## src/rtl/regfile_issue.sv

```systemverilog
// Register file with a one-entry issue register in front of the ALU.
// Operands are read (with same-cycle writeback bypass) when an issue is
// accepted and held in output registers until the ALU consumes them.
module regfile_issue #(
  parameter int unsigned WIDTH    = 32,
  parameter int unsigned ADDRBITS = 5
) (
  input  logic                clk,
  input  logic                reset_n,
  input  logic                in_valid,
  output logic                in_ready,
  input  logic [ADDRBITS-1:0] readAddr1,
  input  logic [ADDRBITS-1:0] readAddr2,
  input  logic [2:0]          command_in,
  input  logic                wrEnable,
  input  logic [ADDRBITS-1:0] wrAddr,
  input  logic [WIDTH-1:0]    wrData,
  output logic [WIDTH-1:0]    operandA,
  output logic [WIDTH-1:0]    operandB,
  output logic [2:0]          command,
  output logic                out_valid,
  input  logic                out_ready
);

  localparam int unsigned NumRegs = 1 << ADDRBITS;

  typedef enum logic [0:0] {StEmpty, StFull} state_e;

  state_e           state_q, state_d;
  logic [WIDTH-1:0] regs_q [NumRegs];
  logic [WIDTH-1:0] rd_a, rd_b;
  logic             wr_go;
  logic             xfer_in, xfer_out, load;

  // Entry 0 is never written, so it stays at its reset value of zero.
  assign wr_go = wrEnable && (wrAddr != '0);

  // Register file storage; writes proceed every cycle independent of the pipeline.
  always_ff @(posedge clk or negedge reset_n) begin
    if (!reset_n) begin
      for (int i = 0; i < int'(NumRegs); i++) begin
        regs_q[i] <= '0;
      end
    end else if (wr_go) begin
      regs_q[wrAddr] <= wrData;
    end
  end

  // Operand read with writeback bypass so an issue never captures a stale entry.
  always_comb begin
    rd_a = '0;
    rd_b = '0;
    if (readAddr1 != '0) begin
      rd_a = (wr_go && (wrAddr == readAddr1)) ? wrData : regs_q[readAddr1];
    end
    if (readAddr2 != '0) begin
      rd_b = (wr_go && (wrAddr == readAddr2)) ? wrData : regs_q[readAddr2];
    end
  end

  assign out_valid = (state_q == StFull);
  assign xfer_out  = out_valid && out_ready;

  // Handshake and EMPTY/FULL next-state logic.
  always_comb begin
    state_d  = state_q;
    in_ready = !out_valid || out_ready;
    xfer_in  = in_valid && in_ready;
    load     = xfer_in;
    unique case (state_q)
      StEmpty: begin
        if (xfer_in) state_d = StFull;
      end
      StFull: begin
        if (xfer_out && !xfer_in) state_d = StEmpty;
      end
      default: state_d = StEmpty;
    endcase
  end

  // Pipeline state register.
  always_ff @(posedge clk or negedge reset_n) begin
    if (!reset_n) begin
      state_q <= StEmpty;
    end else begin
      state_q <= state_d;
    end
  end

  // Issue registers load only on an accepted request and hold through stalls.
  always_ff @(posedge clk or negedge reset_n) begin
    if (!reset_n) begin
      operandA <= '0;
      operandB <= '0;
      command  <= '0;
    end else if (load) begin
      operandA <= rd_a;
      operandB <= rd_b;
      command  <= command_in;
    end
  end

endmodule

```

## config.mk

```make
export PLATFORM = sky130hd
export DESIGN_NAME = regfile_issue
export DESIGN_NICKNAME = d
export VERILOG_FILES = /design/src/rtl/regfile_issue.sv
export SDC_FILE = /design/constraint.sdc
export NUM_CORES = 2
export LEC_CHECK = 0
export BUFFER_PORTS_ARGS = -buffer_cell sky130_fd_sc_hd__buf_2
export CAP_MARGIN = 30
export CORE_AREA = 2 2 416 253
export CTS_CLUSTER_SIZE = 16
export DETAILED_ROUTE_END_ITERATION = 16
export DIE_AREA = 0 0 418 255
export GPL_ROUTABILITY_DRIVEN = 0
export PLACE_DENSITY = 0.72
export REMOVE_ABC_BUFFERS = 1
export SLEW_MARGIN = 5
export SYNTH_ARGS = -nofsm -noshare
export SYNTH_HDL_FRONTEND = slang
export SYNTH_SLANG_ARGS = --single-unit
```

## constraint.sdc

```tcl
create_clock -name clk -period 1.6 [get_ports clk]
set_input_delay 0.16 -clock clk [delete_from_list [all_inputs] [get_ports clk]]
set_output_delay 0.16 -clock clk [all_outputs]
set_load 0.02 [all_outputs]
```

==> flow_summary.json <==
{
  "status": "complete, but fails checks",
  "violations": "setup timing",
  "synth.most_common_cell": "dfrtp_1",
  "skew_ps": 31.9,
  "syn_area_sq_um": 56200,
  "swShare": 0.282,
  "drc": 0,
  "ant_nets": 0,
  "root_buffer": "clkbuf_16",
  "synth_cell_types": 33,
  "placeableCoreArea_sq_um": 103000,
  "numCtsBuffers": 102,
  "routed_wl_um": 177000,
  "cap_violations": 0,
  "dieArea_sq_um": 107000,
  "nNetsFinal": 3843,
  "maxSlewViolCount": 0,
  "arrival_ps": 2520,
  "synth_seq_cells": 1092,
  "avgSynthCellArea_sq_um": 15.8,
  "grt_setup_unrepaired": "yes",
  "drt_iter0_drc": 4410,
  "hp-start": "wrData[0]",
  "numClockSinks": 1092,
  "end_kind": "flip-flop",
  "seq_area_sq_um": 27300,
  "start_util": 0.543,
  "setup_slack_ps": -370,
  "synth_top_area_frac": 0.486,
  "critPathLaunch": "regs_q[537]$_DFFE_PN0P_",
  "combPwrFrac": 0.226,
  "wl_per_cell_um": 33.8,
  "pwr_density_cell_nw_per_um2": 1210,
  "synth_top_area_cell": "dfrtp_1",
  "multi_input_area_sq_um": 27600,
  "vdd_drop_max_v": 0.00100,
  "std_cell_rows": 92,
  "grtUsageTotal": 0.338,
  "fillers": 7059,
  "synth_cells": 3548,
  "crit_path_max_fanout": 3,
  "antenna_found_initial": 2,
  "die_h_um": 255,
  "via_per_inst": 7.05,
  "p_seq_frac": 0.464,
  "hp-class": "in2reg",
  "ys_seq_area_frac": 0.486,
  "cp.depth": 5,
  "min_period_ps": 1970,
  "r2r-end": "operandA[25]$_DFFE_PN0P_",
  "grt_pass1_wl_um": 264000,
  "hold_slack_ps": 94.5,
  "cts_buffer_depth": 3,
  "fmax_ghz": 0.508,
  "reg2reg_slack_ps": -370,
  "num_vias": 36900,
  "dp_hpwl_um": 116000,
  "worstSetupPathType": "reg2reg",
  "grt_pass1_vias": 39000,
  "pin_count": 124,
  "regToRegStartpoint": "regs_q[537]$_DFFE_PN0P_",
  "clk_latency_ps": 720,
  "finalSetupViolations": 65,
  "synth_ff_type": "dfrtp_1",
  "ys_async_sr_fraction": 1.00,
  "dr.pass1.iters": 8,
  "p_int_w": 0.0577,
  "worstPathRequired_ps": 2150,
  "p_switching_w": 0.0227,
  "grt_max_degree": 83,
  "synth_edf_count": 0,
  "max_stage_delay_ps": 520,
  "dp_slack_ps": -914,
  "dp_cells": 5005,
  "r2r_cells": 5,
  "final_cells": 5235,
  "slew_headroom": 0.356,
  "tritoncts": "yes",
  "min_path_cells": 2,
  "worstPathCellList": "mux4_2 > a22oi_2 > nand2_1 > a222oi_1 > o21ai_1",
  "syn2layout_area_growth_pct": 17.9,
  "grt_overflow": 0,
  "cts_max_level": 3,
  "clk_transition_reported_paths_ps": 60,
  "hold_viol_final": 0,
  "clkPwrFrac": 0.310,
  "synthTopCellsByCount": "dfrtp_1, mux2_2, mux4_2",
  "die-width_um": 418,
  "final_util": 0.641,
  "critPathSlowestCell": "a222oi_1",
  "tightest_slew_ps": 964,
  "cp.buffers_inverters": 0,
  "cp-start-kind": "flip-flop",
  "drive_above_1_share": 0.632,
  "crit_family": "compound AO/OA/AOI/OAI gates",
  "ys_top_cells_by_area": "dfrtp_1, mux4_2, mux2_2",
  "yosys_warnings": 0,
  "leakagePower_nw": 28.7,
  "finalCritPeriodShare": 1.23,
  "worstHoldEndpoint": "regs_q[480]$_DFFE_PN0P_",
  "portBuffers": 123
}
how the worst max path moves through the flow:
stage | endpoint
floorplan | operandA[0]$_DFFE_PN0P_
global placement | operandA[19]$_DFFE_PN0P_
detailed placement | operandA[19]$_DFFE_PN0P_
CTS | operandA[19]$_DFFE_PN0P_
global route | operandA[19]$_DFFE_PN0P_
finish | operandA[25]$_DFFE_PN0P_
area by class of cell:
cell class | count | share of cell area
Antenna cell | 4 | 0.000151
Clock buffer | 151 | 0.0454
Clock inverter | 33 | 0.00530
Inverter | 64 | 0.00362
Multi-Input combinational cell | 1979 | 0.417
Sequential cell | 1092 | 0.412
Tap cell | 1363 | 0.0257
Timing Repair Buffer | 549 | 0.0906
layout by cell type (no fill, tap or decap), drive strengths merged:
| master | count |
|---|---|
| dfrtp | 1092 |
| mux2 | 995 |
| mux4 | 576 |
| buf | 542 |
| clkbuf | 152 |
| a22oi | 128 |
| nand2 | 83 |
| inv | 67 |
| a222oi | 64 |
| o21ai | 64 |
| nor2 | 20 |
| clkinv | 20 |
| xnor2 | 10 |
| bufinv | 6 |
| dlygate4sd3 | 6 |
| diode | 4 |
| nor3b | 4 |
| nand3b | 4 |
| nand3 | 4 |
| nor2b | 4 |
| clkinvlp | 4 |
| nor3 | 3 |
| and2 | 3 |
| or4 | 2 |
| o211ai | 2 |
| or3 | 2 |
| o311a | 2 |
| nor4 | 2 |
| nand2b | 2 |
| and3b | 1 |
| and3 | 1 |
| or3b | 1 |
| or2 | 1 |
| a21bo | 1 |
stage by stage:
| step | total power (W) | setup TNS [ps] | area, sq um |
|---|---|---|---|
| detailed placement | 0.0549 | -206020 | 61700 |
| floorplan | 0.0475 | -574660 | 54400 |
| CTS | 0.0802 | -10510 | 66100 |
| global route | 0.0833 | -15760 | 66300 |
| global placement | 0.0535 | -179340 | 61700 |
| finish | 0.0804 | -11240 | 66300 |
worst register-to-register path, stage by stage, from the launching register on:
cell and delay (ps):
dfrtp_1 400, mux4_2 500, a22oi_2 190, nand2_1 70
a222oi_1 520, o21ai_1 130
state kept, by name, indices dropped and copies added (netlist names):
register,cells
operandA,32
command,3
operandB,32
out_valid,1
regs_q,1024
power groups by stage:
stage	clock, W	sequential, W	combinational (W)
after floorplan	0	0.0363	0.0112
after global placement	0	0.0368	0.0167
after detailed placement	0	0.0375	0.0174
after CTS	0.0252	0.0370	0.0180
after global routing	0.0263	0.0378	0.0193
final	0.0249	0.0373	0.0182
logic make-up (layout without fill, tap and decap cells):
kind of cell	count (synthesis)	count (layout)	share of synthesized area
AOI/OAI and AO/OA	261	261	0.0350
and+or+nand+nor	137	137	0.0109
buffers and inverters	477	797	0.0366
muxes	1571	1571	0.430
other	0	4	0
DFF	1092	1092	0.486
xor gates and xnor gates	10	10	0.00156
layer usage:
| layer | vias up | track usage | wire, um |
|---|---|---|---|
| li1 | 14300 | - | - |
| met1 | 20000 | 0.478 | 70300 |
| met2 | 2251 | 0.497 | 79600 |
| met3 | 400 | 0.104 | 20800 |
| met4 | 0 | 0.128 | 6410 |
| met5 | - | 0 | 0 |
repair_timing:
item                                   CTS  global route
gates cloned                             5             1
setup endpoints to repair               66            66
hold buffers                             7             0
pin swaps                              125            49
setup buffers                           23            12
endpoints found under the hold margin  891             0
gates resized for setup                136            30
Note: power is estimated with default switching activity, not from simulation.
